$ cat config.mk
export PLATFORM = sky130hd
export DESIGN_NAME = reaction_game_core
export DESIGN_NICKNAME = d
export VERILOG_FILES = /design/src/rtl/reaction_game_core.sv
export SDC_FILE = /design/constraint.sdc
export NUM_CORES = 1
export LEC_CHECK = 0
export CORE_ASPECT_RATIO = 1.75
export CORE_MARGIN = 2
export CORE_UTILIZATION = 50
export DETAILED_ROUTE_END_ITERATION = 8
export GPL_TIMING_DRIVEN = 0
export PLACE_DENSITY = 0.72
export SLEW_MARGIN = 15
export SYNTH_ARGS = -nofsm -noshare
export SYNTH_HDL_FRONTEND = slang
export SYNTH_SLANG_ARGS = --single-unit
$ cat constraint.sdc
create_clock -name i_clk -period 4.9 [get_ports i_clk]
set_input_delay 0.98 -clock i_clk [delete_from_list [all_inputs] [get_ports i_clk]]
set_output_delay 0.98 -clock i_clk [all_outputs]
set_load 0.02 [all_outputs]
$ cat src/rtl/reaction_game_core.sv
// Multi-round reaction-time game controller: countdown, random wait, cue, timed hit, scoring.
// Optional REACTION_GAME_RETRY_EN: early hits in WAIT restart the round's countdown (max 3 per round).
module reaction_game_core #(
  parameter int ROUNDS        = 3,
  parameter int TICK_DIV      = 1_000_000,
  parameter int TIMEOUT_TICKS = 300,
  parameter int MIN_DELAY     = 100,
  parameter int COUNT_S       = 5,
  parameter int RESULT_TICKS  = 200,
  parameter int CNT_W         = 9
) (
  input  logic             i_clk,
  input  logic             i_rst_n,
  input  logic             i_enable,
  input  logic             i_start,
  input  logic             i_hit,
  input  logic [CNT_W-1:0] i_seed,
  output logic [2:0]       o_state,
  output logic [2:0]       o_countdown,
  output logic             o_cue_active,
  output logic [3:0]       o_round_idx,
  output logic [1:0]       o_result_code,
  output logic [CNT_W-1:0] o_last_score,
  output logic [CNT_W-1:0] o_best_score,
  output logic [CNT_W+3:0] o_total_score,
  output logic             o_done
);

  typedef enum logic [2:0] {
    S_IDLE = 3'd0, S_COUNTDOWN = 3'd1, S_WAIT = 3'd2,
    S_CUE  = 3'd3, S_RESULT    = 3'd4, S_DONE = 3'd5
  } state_t;

  localparam int               PW         = (TICK_DIV > 1) ? $clog2(TICK_DIV) : 1;
  localparam logic [PW-1:0]    TICK_LAST  = PW'(TICK_DIV - 1);
  localparam logic [CNT_W-1:0] TIMEOUT_C  = CNT_W'(TIMEOUT_TICKS);
  localparam logic [CNT_W-1:0] MIN_C      = CNT_W'(MIN_DELAY);
  localparam logic [CNT_W-1:0] RESULT_C   = CNT_W'(RESULT_TICKS);
  localparam logic [2:0]       COUNT_C    = 3'(COUNT_S);
  localparam logic [3:0]       LAST_ROUND = 4'(ROUNDS - 1);
  localparam logic [1:0]       RC_NONE = 2'd0, RC_OK = 2'd1, RC_EARLY = 2'd2, RC_TIMEOUT = 2'd3;

  state_t             r_state, w_next;
  logic [PW-1:0]      r_presc;
  logic               r_hit_q;
  logic [8:0]         r_lfsr;
  logic [CNT_W-1:0]   r_free;
  logic [6:0]         r_sec_ticks;
  logic [2:0]         r_countdown;
  logic [CNT_W-1:0]   r_timer;
  logic [3:0]         r_round;
  logic [1:0]         r_code;
  logic [CNT_W-1:0]   r_last, r_best;
  logic [CNT_W+3:0]   r_total;
`ifdef REACTION_GAME_RETRY_EN
  logic [1:0]         r_retry;
`endif

  logic               w_tick, w_hit_rise, w_start_ok, w_entry;
  logic               w_score_en, w_retry;
  logic [1:0]         w_code;
  logic [CNT_W-1:0]   w_score, w_lfsr_ext, w_delay, w_seed_mix;
  logic [8:0]         w_lfsr_load;
  logic [CNT_W+4:0]   w_sum;

  assign w_tick      = (r_presc == TICK_LAST);
  assign w_hit_rise  = i_hit & ~r_hit_q;
  assign w_start_ok  = i_enable & i_start & ((r_state == S_IDLE) | (r_state == S_DONE));
  assign w_entry     = (w_next != r_state);
  assign w_seed_mix  = i_seed ^ r_free;
  assign w_lfsr_load = (9'(w_seed_mix) == 9'd0) ? 9'h1FF : 9'(w_seed_mix);
  assign w_lfsr_ext  = CNT_W'(r_lfsr);
  assign w_delay     = (w_lfsr_ext < MIN_C) ? w_lfsr_ext + MIN_C : w_lfsr_ext;
  assign w_sum       = (CNT_W+5)'(r_total) + (CNT_W+5)'(w_score);

  always_comb begin
    w_next     = r_state;
    w_score    = '0;
    w_code     = RC_NONE;
    w_score_en = 1'b0;
    w_retry    = 1'b0;
    case (r_state)
      S_IDLE, S_DONE: if (i_start) w_next = S_COUNTDOWN;
      S_COUNTDOWN:    if (r_countdown == COUNT_C) w_next = S_WAIT;
      S_WAIT: begin
`ifdef REACTION_GAME_RETRY_EN
        w_retry = w_hit_rise && (r_retry != 2'd3);
`endif
        if (w_retry) begin
          w_next = S_COUNTDOWN;
        end else if (w_hit_rise) begin
          w_next = S_RESULT; w_score_en = 1'b1; w_code = RC_EARLY; w_score = TIMEOUT_C;
        end else if (r_timer == '0) begin
          w_next = S_CUE;
        end
      end
      S_CUE: begin
        // A hit on the timeout cycle still counts as a valid reaction.
        if (w_hit_rise) begin
          w_next = S_RESULT; w_score_en = 1'b1; w_code = RC_OK; w_score = r_timer;
        end else if (r_timer == TIMEOUT_C) begin
          w_next = S_RESULT; w_score_en = 1'b1; w_code = RC_TIMEOUT; w_score = TIMEOUT_C;
        end
      end
      S_RESULT: if (r_timer == RESULT_C) w_next = (r_round == LAST_ROUND) ? S_DONE : S_COUNTDOWN;
      default:  w_next = S_IDLE;
    endcase
    if (!i_enable) begin
      w_next     = S_IDLE;
      w_score_en = 1'b0;
      w_retry    = 1'b0;
    end
  end

  always_ff @(posedge i_clk) begin
    if (!i_rst_n) begin
      r_state     <= S_IDLE;
      r_presc     <= '0;
      r_hit_q     <= 1'b0;
      r_lfsr      <= 9'h1FF;
      r_free      <= '0;
      r_sec_ticks <= '0;
      r_countdown <= '0;
      r_timer     <= '0;
      r_round     <= '0;
      r_code      <= RC_NONE;
      r_last      <= '0;
      r_best      <= '1;
      r_total     <= '0;
`ifdef REACTION_GAME_RETRY_EN
      r_retry     <= '0;
`endif
    end else begin
      r_state <= w_next;
      r_hit_q <= i_hit;
      r_free  <= r_free + 1'b1;
      r_lfsr  <= w_start_ok ? w_lfsr_load : {r_lfsr[7:0], r_lfsr[8] ^ r_lfsr[4]};
      r_presc <= (w_entry || w_tick) ? '0 : r_presc + 1'b1;

      // r_timer is the WAIT delay, the CUE elapsed count and the RESULT hold count.
      if (w_tick) begin
        case (r_state)
          S_COUNTDOWN: begin
            if (r_sec_ticks == 7'd99) begin
              r_sec_ticks <= '0;
              r_countdown <= r_countdown + 1'b1;
            end else begin
              r_sec_ticks <= r_sec_ticks + 1'b1;
            end
          end
          S_WAIT:          if (r_timer != '0) r_timer <= r_timer - 1'b1;
          S_CUE, S_RESULT: r_timer <= r_timer + 1'b1;
          default: ;
        endcase
      end

      if (w_entry) begin
        case (w_next)
          S_COUNTDOWN: begin
            r_sec_ticks <= '0;
            r_countdown <= '0;
          end
          S_WAIT:          r_timer <= w_delay;
          S_CUE, S_RESULT: r_timer <= '0;
          default: ;
        endcase
      end

      if (w_score_en) begin
        r_last  <= w_score;
        r_code  <= w_code;
        r_total <= w_sum[CNT_W+4] ? '1 : w_sum[CNT_W+3:0];
        if (w_code == RC_OK && w_score < r_best) r_best <= w_score;
      end

      if (r_state == S_RESULT && w_next == S_COUNTDOWN) begin
        r_round <= r_round + 1'b1;
`ifdef REACTION_GAME_RETRY_EN
        r_retry <= '0;
`endif
      end

`ifdef REACTION_GAME_RETRY_EN
      if (w_retry) begin
        r_retry <= r_retry + 1'b1;
        r_code  <= RC_EARLY;
      end
`endif

      if (w_start_ok) begin
        r_round <= '0;
        r_total <= '0;
        r_code  <= RC_NONE;
        r_best  <= '1;
`ifdef REACTION_GAME_RETRY_EN
        r_retry <= '0;
`endif
      end
    end
  end

  assign o_state       = r_state;
  assign o_countdown   = r_countdown;
  assign o_cue_active  = (r_state == S_CUE);
  assign o_round_idx   = r_round;
  assign o_result_code = r_code;
  assign o_last_score  = r_last;
  assign o_best_score  = r_best;
  assign o_total_score = r_total;
  assign o_done        = (r_state == S_DONE);

endmodule

==> flow_metrics.env <==
export IMPL_synth_warnings=0
export IMPL_area_delta_synth_final_pct=18.9
export IMPL_die_area_sq_mm=0.0121
export IMPL_drv_slew=0
export IMPL_n_antenna_cell=0
export IMPL_syn_area_sq_mm=0.00559
export IMPL_hold_path_class="flop to flop"
export IMPL_numPortBuffers=57
export IMPL_core_sq_mm=0.0110
export IMPL_tritoncts="built"
export IMPL_finalCritPeriodShare_pct=91.9
export IMPL_placed_area_sq_mm=0.00632
export IMPL_clock_skew_ns=0.00909
export IMPL_grt_busiest_layer="met2"
export IMPL_grt_overflow_total=0
export IMPL_grt_use_met1_pct=25.2
export IMPL_cts_buffers=9
export IMPL_cp_max_fo=10
export IMPL_peakVddDrop_v=0.000205
export IMPL_worstPathRequired_ns=5.10
export IMPL_wire_per_inst_um=17.4
export IMPL_critical_path_class="primary input to flop"
export IMPL_mostFrequentLayoutCells="98 x dfxtp_1, 68 x nand2_1, 65 x nor2_1, 57 x clkdlybuf4s50_1, 38 x o21ai_0"
export IMPL_end_kind="flop"
export IMPL_drtIter0Drc=340
export IMPL_ys_async_sr_fraction_pct=0
export IMPL_power_mw=1.68
export IMPL_fp_dieH_um=144
export IMPL_hpwl_um=11900
export IMPL_design_portCount=59
export IMPL_start_util_pct=50.6
export IMPL_rsz0062_at_grt="false"
export IMPL_netlist_instances=680
export IMPL_fin_nets=791
export IMPL_synthesis_nets=723
export IMPL_fin_area_sq_mm=0.00664
export IMPL_synth_ff_type="dfxtp_1"
export IMPL_setup_viol_count_final=0
export IMPL_cp_start_kind="primary input"
export IMPL_slew_headroom_pct=56.1
export IMPL_grt_start_max_net_pins=17
export IMPL_firstDrtPassIters=7
export IMPL_fin_crit_ns=4.51
export IMPL_vias=5269
export IMPL_final_common_cell="dfxtp_1"
export IMPL_synth_edff_count=0
export IMPL_place_congestion=0.964
export IMPL_power_density_cell_area_mw_per_mm2=252
export IMPL_vias_per_cell=5.95
export IMPL_cts_setup_buffers=0
export IMPL_grt_pass1_vias=5087
export IMPL_drtAntennaViolNets=0
export IMPL_clockBufferDepth=2
export IMPL_synth_area_per_cell_sq_um=8.22
export IMPL_worst_pin_slew_ns=0.655
export IMPL_yosysSeqAreaShare_pct=35.1
export IMPL_layout_drive_gt1_share_pct=6.91
export IMPL_yosys_cell_types_count=79
export IMPL_grt_use_met3_pct=2.81
export IMPL_htreeDepth=3
export IMPL_wl_um=15400
export IMPL_hold_viol=0
export IMPL_antenna_found_initial=0
export IMPL_drc=0
export IMPL_timing_hold_ws_ns=0.458
export IMPL_setup_tns_ns=0
export IMPL_grt_first_pass_wirelength_um=24600
export IMPL_use_met2_pct=51.4
export IMPL_cts_resized=0
export IMPL_cts_sinks=98
export IMPL_worstPathArrival_ns=4.70
export IMPL_cts_root_buf="clkbuf_16"
export IMPL_fmax_ghz=0.222
export IMPL_clkLatencyLatePin_ns=0.35
export IMPL_rows=51
export IMPL_holdBufCountCts=0
export IMPL_clkTransAtPathRegs_ns=0.07
export IMPL_maxCapViolCount=0
export IMPL_post_route_util_pct=60.2
export IMPL_ys_ff_latch=98
export IMPL_grt_use_total_pct=25.4
export IMPL_p_leak_nw=2.67
export IMPL_die_x_um=83.9
export IMPL_outcome="complete, no violations"
area by class of cell:
cell class	count	area [sq um]
sequential	98	1960
timing repair buffer	57	571
multi-input combinational	523	3390
inverter	29	109
clock buffer	9	225
buffer	30	131
tap	132	165
fill	999	4400
clock inverter	7	92.6
critical path, cell delays in order:
cell and delay [ns]:
clkdlybuf4s50_1 0.51, nor2b_1 0.21, clkbuf_1 0.33, nand2_1 0.17, o21ai_0 0.37, nor2_1 0.14
ha_1 0.25, a2111oi_0 0.40, o21ai_0 0.28, a41oi_1 0.42, o21ai_0 0.22, inv_1 0.29
a221oi_1 0.12
per-layer routing:
| metal | part of all wire [%] | up-vias |
|---|---|---|
| li1 | - | 2555 |
| met1 | 37 | 2531 |
| met2 | 56 | 141 |
| met3 | 3.2 | 42 |
| met4 | 3.7 | 0 |
| met5 | 0 | - |
flip-flops by register name, summed over array words and instances (netlist names):
signal and count:
o_best_score 9, o_countdown 3, o_last_score 9, o_result_code 2, o_round_idx 4, o_state 3
o_total_score 13, r_free 9, r_hit_q 1, r_lfsr 9, r_presc 20, r_sec_ticks 7
r_timer 9
synthesized netlist by cell type, drive strengths merged, types with 14 or more instances:
| library cell | instances | area (sq um) |
|---|---|---|
| nand3 | 33 | 170 |
| nor2 | 66 | 255 |
| clkbuf | 20 | 76.3 |
| a21oi | 36 | 180 |
| xnor2 | 25 | 219 |
| xor2 | 31 | 272 |
| nor3 | 18 | 95.1 |
| dfxtp | 98 | 1960 |
| inv | 28 | 105 |
| and2 | 14 | 87.6 |
| ha | 28 | 350 |
| o21ai | 40 | 204 |
| and3 | 24 | 153 |
| nand2 | 69 | 262 |
final timing paths:
path	start	to	slack (ns)	depth (start not counted)
max reg2reg	r_timer[0]	o_total_score[1]	0.73	13
min reg2reg	o_last_score[4]	o_last_score[4]	0.46	2
max	i_hit	o_total_score[1]	0.39	13
min	o_last_score[4]	o_last_score[4]	0.46	2
through the flow:
stage / setup slack (ns) / cells
final: 0.395 / 885
after global routing: 0.0343 / 885
after CTS: 0.418 / 885
after detailed placement: 0.103 / 869
after global placement: 0.0163 / 869
after floorplan: 1.45 / 680
power by group:
group	switching (mW)	leakage [nW]	total, mW	internal (mW)
clock network	0.315	0.160	0.763	0.448
registers	0.00944	0.793	0.815	0.806
logic	0.0605	1.71	0.0979	0.0374
cells by family after synthesis:
kind of cell,count (synthesis),share of synthesized area [%]
fa+ha+maj,29,6.63
flops,98,35.1
buf+inv,59,4.30
simple gates,284,26.5
xor+xnor,56,8.78
compound gates,145,17.1
mux,9,1.63
No activity file was read; power rests on OpenSTA's default activity.
